`src/rtl/morse_disp_buf.sv`:
```
// morse_disp_buf
//   Feeder for the 8-digit scanning segment driver. Decoded Morse characters
//   arrive over a valid/ready handshake, are mapped to 7-segment glyphs and
//   shifted into an 8-slot display buffer presented as a 64-bit segment bus.
//
// Handshake: a character transfers on a rising clk edge where char_valid and
//   char_ready are both 1. char_ready is combinational and never depends on
//   char_valid. While char_ready is 0 the producer holds char_valid and
//   char_code stable.
//
// Parameters
//   SCROLL : 1 = an accept into a full buffer drops the oldest glyph,
//            0 = char_ready deasserts while the buffer is full
//   BLANK  : glyph loaded by reset/clear and shifted in by backspace
//
// Ports
//   clk        system clock
//   rst        asynchronous, active-high reset
//   char_valid char_code is valid this cycle
//   char_code  0-9 digits, 10-35 letters A-Z, 36 space, 37-63 invalid
//   char_ready block accepts char_code this cycle
//   clear      synchronous clear of buffer and count
//   backspace  remove the newest character
//   seg_data   [7:0] = slot 0 (newest) ... [63:56] = slot 7 (oldest)
//   count      characters held, 0..8
//   full       count == 8
//   err        one-cycle pulse after an invalid code is accepted

module morse_disp_buf #(
   parameter bit         SCROLL = 1'b1,
   parameter logic [7:0] BLANK  = 8'h00
) (
   input  logic        clk,
   input  logic        rst,
   input  logic        char_valid,
   input  logic [5:0]  char_code,
   output logic        char_ready,
   input  logic        clear,
   input  logic        backspace,
   output logic [63:0] seg_data,
   output logic [3:0]  count,
   output logic        full,
   output logic        err
);

   logic [7:0] glyph;
   logic       accept;
   logic       invalid_code;

   // Segment order a,b,c,d,e,f,g,dp from bit 7 down to bit 0; dp never lit.
   always_comb begin
      glyph = 8'h02;
      case (char_code)
         6'd0:  glyph = 8'hFC;
         6'd1:  glyph = 8'h60;
         6'd2:  glyph = 8'hDA;
         6'd3:  glyph = 8'hF2;
         6'd4:  glyph = 8'h66;
         6'd5:  glyph = 8'hB6;
         6'd6:  glyph = 8'hBE;
         6'd7:  glyph = 8'hE0;
         6'd8:  glyph = 8'hFE;
         6'd9:  glyph = 8'hF6;
         6'd10: glyph = 8'hEE;
         6'd11: glyph = 8'h3E;
         6'd12: glyph = 8'h9C;
         6'd13: glyph = 8'h7A;
         6'd14: glyph = 8'h9E;
         6'd15: glyph = 8'h8E;
         6'd16: glyph = 8'hBC;
         6'd17: glyph = 8'h6E;
         6'd18: glyph = 8'h0C;
         6'd19: glyph = 8'h78;
         6'd20: glyph = 8'hAE;
         6'd21: glyph = 8'h1C;
         6'd22: glyph = 8'hA8;
         6'd23: glyph = 8'h2A;
         6'd24: glyph = 8'h3A;
         6'd25: glyph = 8'hCE;
         6'd26: glyph = 8'hE6;
         6'd27: glyph = 8'h0A;
         6'd28: glyph = 8'hB6;
         6'd29: glyph = 8'h1E;
         6'd30: glyph = 8'h7C;
         6'd31: glyph = 8'h38;
         6'd32: glyph = 8'h54;
         6'd33: glyph = 8'h6E;
         6'd34: glyph = 8'h76;
         6'd35: glyph = 8'hDA;
         6'd36: glyph = 8'h00;
         default: glyph = 8'h02; // dash for unassigned codes
      endcase
   end

   assign invalid_code = (char_code >= 6'd37);
   assign full         = (count == 4'd8);
   // clear and backspace take the edge, so no character may transfer with them.
   assign char_ready   = ~clear & ~backspace & (SCROLL | ~full);
   assign accept       = char_valid & char_ready;

   always_ff @(posedge clk or posedge rst) begin
      if (rst) begin
         seg_data <= {8{BLANK}};
         count    <= 4'd0;
         err      <= 1'b0;
      end else begin
         err <= accept & invalid_code;
         if (clear) begin
            seg_data <= {8{BLANK}};
            count    <= 4'd0;
         end else if (backspace) begin
            // Drop the newest glyph; older ones move down one slot.
            if (count != 4'd0) begin
               seg_data <= {BLANK, seg_data[63:8]};
               count    <= count - 4'd1;
            end
         end else if (accept) begin
            // In scroll mode a full buffer loses slot 7 off the top.
            seg_data <= {seg_data[55:0], glyph};
            if (count != 4'd8)
               count <= count + 4'd1;
         end
      end
   end

endmodule

```
`config.mk`:
```
export PLATFORM = sky130hd
export DESIGN_NAME = morse_disp_buf
export DESIGN_NICKNAME = d
export VERILOG_FILES = /design/src/rtl/morse_disp_buf.sv
export SDC_FILE = /design/constraint.sdc
export NUM_CORES = 1
export LEC_CHECK = 0
export BUFFER_PORTS_ARGS = -buffer_cell sky130_fd_sc_hd__buf_2
export CORE_MARGIN = 3
export CORE_UTILIZATION = 45
export CTS_CLUSTER_SIZE = 28
export DETAILED_ROUTE_END_ITERATION = 10
export GPL_ROUTABILITY_DRIVEN = 0
export PLACE_DENSITY_LB_ADDON = 0.2
export SLEW_MARGIN = 20
export SYNTH_ARGS = -nofsm -noshare
export SYNTH_HDL_FRONTEND = slang
export SYNTH_SLANG_ARGS = --single-unit
```
`constraint.sdc`:
```
create_clock -name clk -period 2.6 [get_ports clk]
set_input_delay 0.52 -clock clk [delete_from_list [all_inputs] [get_ports clk]]
set_output_delay 0.52 -clock clk [all_outputs]
set_load 0.005 [all_outputs]
```
# After elaboration in Yosys (flattened, before gate mapping)
# Memory sizes are Yosys's and may differ from the RTL's.
# Cells that the tools add are included.
# classes
reduce_logical	5
n_bitwise	5
addsub	2
order_cmp	1
eq_ne	3
muxes	9
# ops
op	n
$mux W64	4
$mux W4	5
$ge A6 B6 Y1 const B	1
$reduce_bool A3 Y1	2
$add A4 B1 Y4 const B	1
$eq A4 B4 Y1 const B	1
$ne A4 B4 Y1 const B	1
$reduce_bool A4 Y1	1
$sub A4 B1 Y4 const B	1
$and A1 B1 Y1	3
$ne A3 B2 Y1 const B	1
$reduce_and A3 Y1	1
$not A1 Y1	2
$reduce_and A2 Y1	1
# totals
wordCells	29
input_bits	11
romBits	448
mem_count	1
out_inout_bits	71
regBits	69
# memory_table
memory	depth	word_bits	read_ports	rd_ports_with_merged_regs	wr	line_no	text
(name not given)	64	7	1	0	0	53	case (char_code)

# Depth between registers and ports, before layout
# depth
depth_word	6
mapped_depth	7
mapped_depth_nobuf	7

# Worst setup path before layout
# Ideal clock, no wire load.
# synth_path
kind	input to register
startpoint	in char_code[0]
endpoint	reg seg_data[7]
setup_ps	65
slack_ps	620
stages	7
path_buffers	0
t_arrival_ps	1915
t_required_ps	2535
cell_sequence	inv_1 > ha_1 > nor2_1 > mux4_2 > or3b_1 > o2111ai_1 > mux2_1
# synth_between
elab_chain_len	4
# synth_lines
element	line_no	text
from (decl)	36	input logic [5:0] char_code,
$mem_v2 Z64 W7	-	
$mux W64	117	end else if (accept) begin
$mux W64	111	end else if (backspace) begin
$mux W64	108	if (clear) begin
to (signal assigned)	109	seg_data <= {8{BLANK}};
to (signal assigned)	114	seg_data <= {BLANK, seg_data[63:8]};
to (signal assigned)	119	seg_data <= {seg_data[55:0], glyph};
to (decl)	40	output logic [63:0] seg_data,
# Every way passes these cells. The select of a mux whose other input is x is not followed.
# A chain may end at the register's enable or synchronous reset.

# Worst setup path in the final report
# layout_path
startpoint	reg count[0]
endpoint	out full
# layout_between
elab_chain_len	1
# layout_lines
element	line_no	text
from (decl)	41	output logic [3:0] count,
from (signal assigned)	115	count <= count - 4'd1;
from (signal assigned)	121	count <= count + 4'd1;
$eq A4 B4 Y1	96	assign full = (count == 4'd8);
to (decl)	42	output logic full,
# Every way passes these cells.

==> flow_results.org <==
** Setup path
- Crit path to :: full
- The worst register-to-register path has a depth of 5.
- Req. time, crit path :: roughly 2.1 ns
- Category of the worst setup path capture point :: primary output
- In this run the critical register-to-register path is captured at seg_data[45].
- By startpoint and endpoint, the worst setup path is classified as flop to primary output.
- Worst path arrival time :: around 1.4 ns
- Startpoint Class :: flop
- Launching element of the worst setup path :: count[0]
- The setup check on the worst reg-to-reg path leaves a slack of 0.88 ns.
- In this run the worst path has a maximum fanout of 5.
- R2r startpoint :: count[0]

** Clocking
- Hold buffer count at cts :: 0
- Clock-pin transition on the worst setup and hold timing paths :: about 0.080 ns
- The clock reaches the later pin of the worst-skew pair after about 0.34 ns.
- Post-CTS Setup Bufs :: 0
- Number of instances resized during post-cts repair :: 0
- Clock root cell :: sky130_fd_sc_hd__clkbuf_8
- The clock passes through at most 2 buffers.
- Num CTS Buffers :: 9
- TritonCTS clock tree :: yes
- Counting every sink on the clock net gives 69.
- The H-tree generated during clock tree synthesis spans 3 levels.

** Finish
- Summing all flip-flop and latch instances after layout gives approximately 1700 sq um.
- Leaving out fill and tap cells, the most frequent cell in the layout is sky130_fd_sc_hd__buf_2.
- Compared with the post-synthesis result, the final layout area differs by 17.44%.
- Layout fillers :: 757
- In the final layout, the multi-input gates occupy about 2000 sq um.
- Total Nets Final :: 477
- Cells with a size suffix above 1 make up 24.78% of the layout.
- Commonest non-fill, non-tap cells in the layout :: 80 x sky130_fd_sc_hd__buf_2, 69 x sky130_fd_sc_hd__dfrtp_1, 58 x sky130_fd_sc_hd__nor2_1
- Final standard cell utilization of the core :: between 50% and 60%
- Antenna diode count :: 0

** Die
- The floorplan step defined a core boundary enclosing between 8000 and 9000 sq um.
- Cell row count :: 33
- Once the floorplan was initialized, standard cells occupied 47.08% of the core.
- The die is 99.65 um tall.
- Measured along the x axis, the die boundary spans 99.65 um.
- During I/O placement, the number of pins put on the boundary was between 80 and 90.
- The die covers around 9900 sq um.

** Global routing
- Entering global routing, the biggest net connects 61 pins.
- The number of global-route vias before repair was around 3.1k.
- Global routing used about a fifth of the available tracks.
- Global-route wire length before repair :: 16130 um
- For this run the aggregate overflow at the end of global routing stands at 0.
- The number of antenna violations at the first check in global routing came to 0.

** STA
- Dividing the final minimum period by the clock period gives 75.31%.
- Min Clock Period, post-route :: slightly below 2 ns
- Setup-failing EPs final :: 0
- For the final database, setup skew stands at roughly 0.0095 ns.
- Fmax :: about 510 MHz
- Adding up every negative setup slack in the final design gives 0 ns.
- Endpoints failing hold :: 0
- For the pin with the worst max-slew slack, the measured transition is 0.7574 ns.
- RSZ-0062 raised after global routing :: false
- Headroom to the max-slew limit came out at 49.43%.
- Count of final max-slew check failures :: 0

** Synth
- Synthesized instance count :: roughly 390
- Yosys reg bits :: 69
- Sequential cell area fraction in the yosys report :: approximately 44%
- Number of nets in the synthesized netlist :: 414
- Post-Synthesis Cell Area :: 3946 sq um
- Synth warnings :: 0
- Unique cell type count in the Yosys netlist :: slightly above 40
- After synthesis, the mean cell area works out to around 10 sq um.

** Place
- HPWL reported at the end of detailed placement :: 6618 um
- Input and output buffers added on the ports amount to just over 80.

** Power
- Leak Pwr :: roughly 2.3 nW
- Power per cell area :: about 900 nW/um^2
- The worst-case IR drop observed on VDD is about 0.00036 V.

** Drt
- Wire length after detailed routing :: a little under 10000 um
- Length of routed wiring on met1 :: roughly 4600 um
- Drt first-iter violations :: ~140
- Drt first pass iters :: 4
- The detailed router placed about 3.2k vias in this run.
- In the routed design, unresolved DRC markers number 0.
- After detailed routing, the number of vias per cell comes to about 5.7.
- The highest layer touched by signal routing is met4.
- In the final routed layout, each cell accounts on average for between 15 and 20 um.
- In the detailed route, the total length drawn on met2 is about 4500 um.
- The detail route stage leaves a number of antenna-violating nets equal to 0.
- Detailed route wirelength on metal3 :: about 450 um

** Min path
- In this run the worst hold path is classified as input port to asynchronous set/reset pin.

** Run
- Max-cap violations in this run came to 0.

** Status
- Status :: finished, final reports clean
[how the worst min path moves through the flow]
| stage | end | cells past startpoint |
|---|---|---|
| after floorplan | seg_data[5] | 2 |
| after global placement | seg_data[58] | 1 |
| after detailed placement | seg_data[60] | 1 |
| after CTS | seg_data[62] | 2 |
| after global routing | seg_data[62] | 2 |
| final | seg_data[62] | 2 |
[through the flow]
stage	hold WS (ns)	std cells	area [sq um]	power, mW	setup WS [ns]
2_1_floorplan	0.4999	392	3946	2.480	0.3401
3_3_place_gp	0.5102	549	4387	2.951	0.3905
3_5_place_dp	0.5173	549	4387	3.012	0.3101
4_1_cts	0.3331	565	4634	4.105	0.6259
5_1_grt	0.3520	565	4634	4.361	0.5588
6_report	0.3021	565	4634	4.071	0.6420
[cells by family (layout without fill, tap and decap cells)]
kind of cell / after synthesis / in the layout / share of synthesized area [%]
xor+xnor: 1 / 1 / 0.2220
flops: 69 / 69 / 43.75
fa+ha+maj: 11 / 11 / 3.678
mux: 58 / 58 / 15.54
buf+inv: 46 / 114 / 5.549
compound gates: 112 / 112 / 20.45
simple gates: 95 / 95 / 10.81
[sequential cells by signal, summed over array words and instances, names as in the netlist]
signal / flops
seg_data: 64
count: 4
err: 1
[routing by layer]
| metal | track usage, % | vias up |
|---|---|---|
| met1 | 29.83 | 1574 |
| met5 | 0 | - |
| li1 | - | 1563 |
| met2 | 29.96 | 86 |
| met4 | 6.723 | 0 |
| met3 | 3.857 | 10 |
[cell usage after synthesis, drive strengths merged]
cell	count	area share [%]
dfrtp	69	44
nor2	58	5.5
mux2i	50	13
a211oi	49	9.3
buf	21	3.2
clkbuf	15	1.4
o21ai	15	1.9
nand2	12	1.1
ha	10	3.2
inv	10	0.95
a22o	9	2.0
a21oi	8	1.0
a31oi	8	1.6
nand2b	7	1.1
nor2b	7	1.1
mux2	6	1.7
nor3	5	0.92
o211ai	5	0.95
o22ai	4	0.63
a21o	3	0.57
a22oi	2	0.38
a32oi	2	0.44
mux4	2	1.1
nand3	2	0.25
o2111ai	2	0.44
o2bb2ai	2	0.44
a32o	1	0.25
and2	1	0.16
fa	1	0.51
nand4	1	0.16
nand4b	1	0.22
o311ai	1	0.22
o32ai	1	0.22
or3b	1	0.22
xor2	1	0.22
[report_power, final]
| group | internal [mW] | switching [mW] | total (mW) |
|---|---|---|---|
| sequential | 1.34 | 0.338 | 1.68 |
| combinational | 0.598 | 0.701 | 1.30 |
| clock | 0.668 | 0.422 | 1.09 |
[critical path, cell delays in order (launching register included)]
cell                      delay [ns]
sky130_fd_sc_hd__dfrtp_1        0.47
sky130_fd_sc_hd__nor3_4         0.34
sky130_fd_sc_hd__and2_1         0.17
sky130_fd_sc_hd__buf_2          0.11
[final cells by class]
type                       instances  share of cell area [%]
tap                              105                   2.835
clock inverter                     5                   2.295
clock buffer                      11                   3.051
sequential                        69                   37.26
inverter                          10                  0.8099
timing repair buffer              88                   10.48
multi-input combinational        277                   43.28
Power figures use the tool's default switching activity.
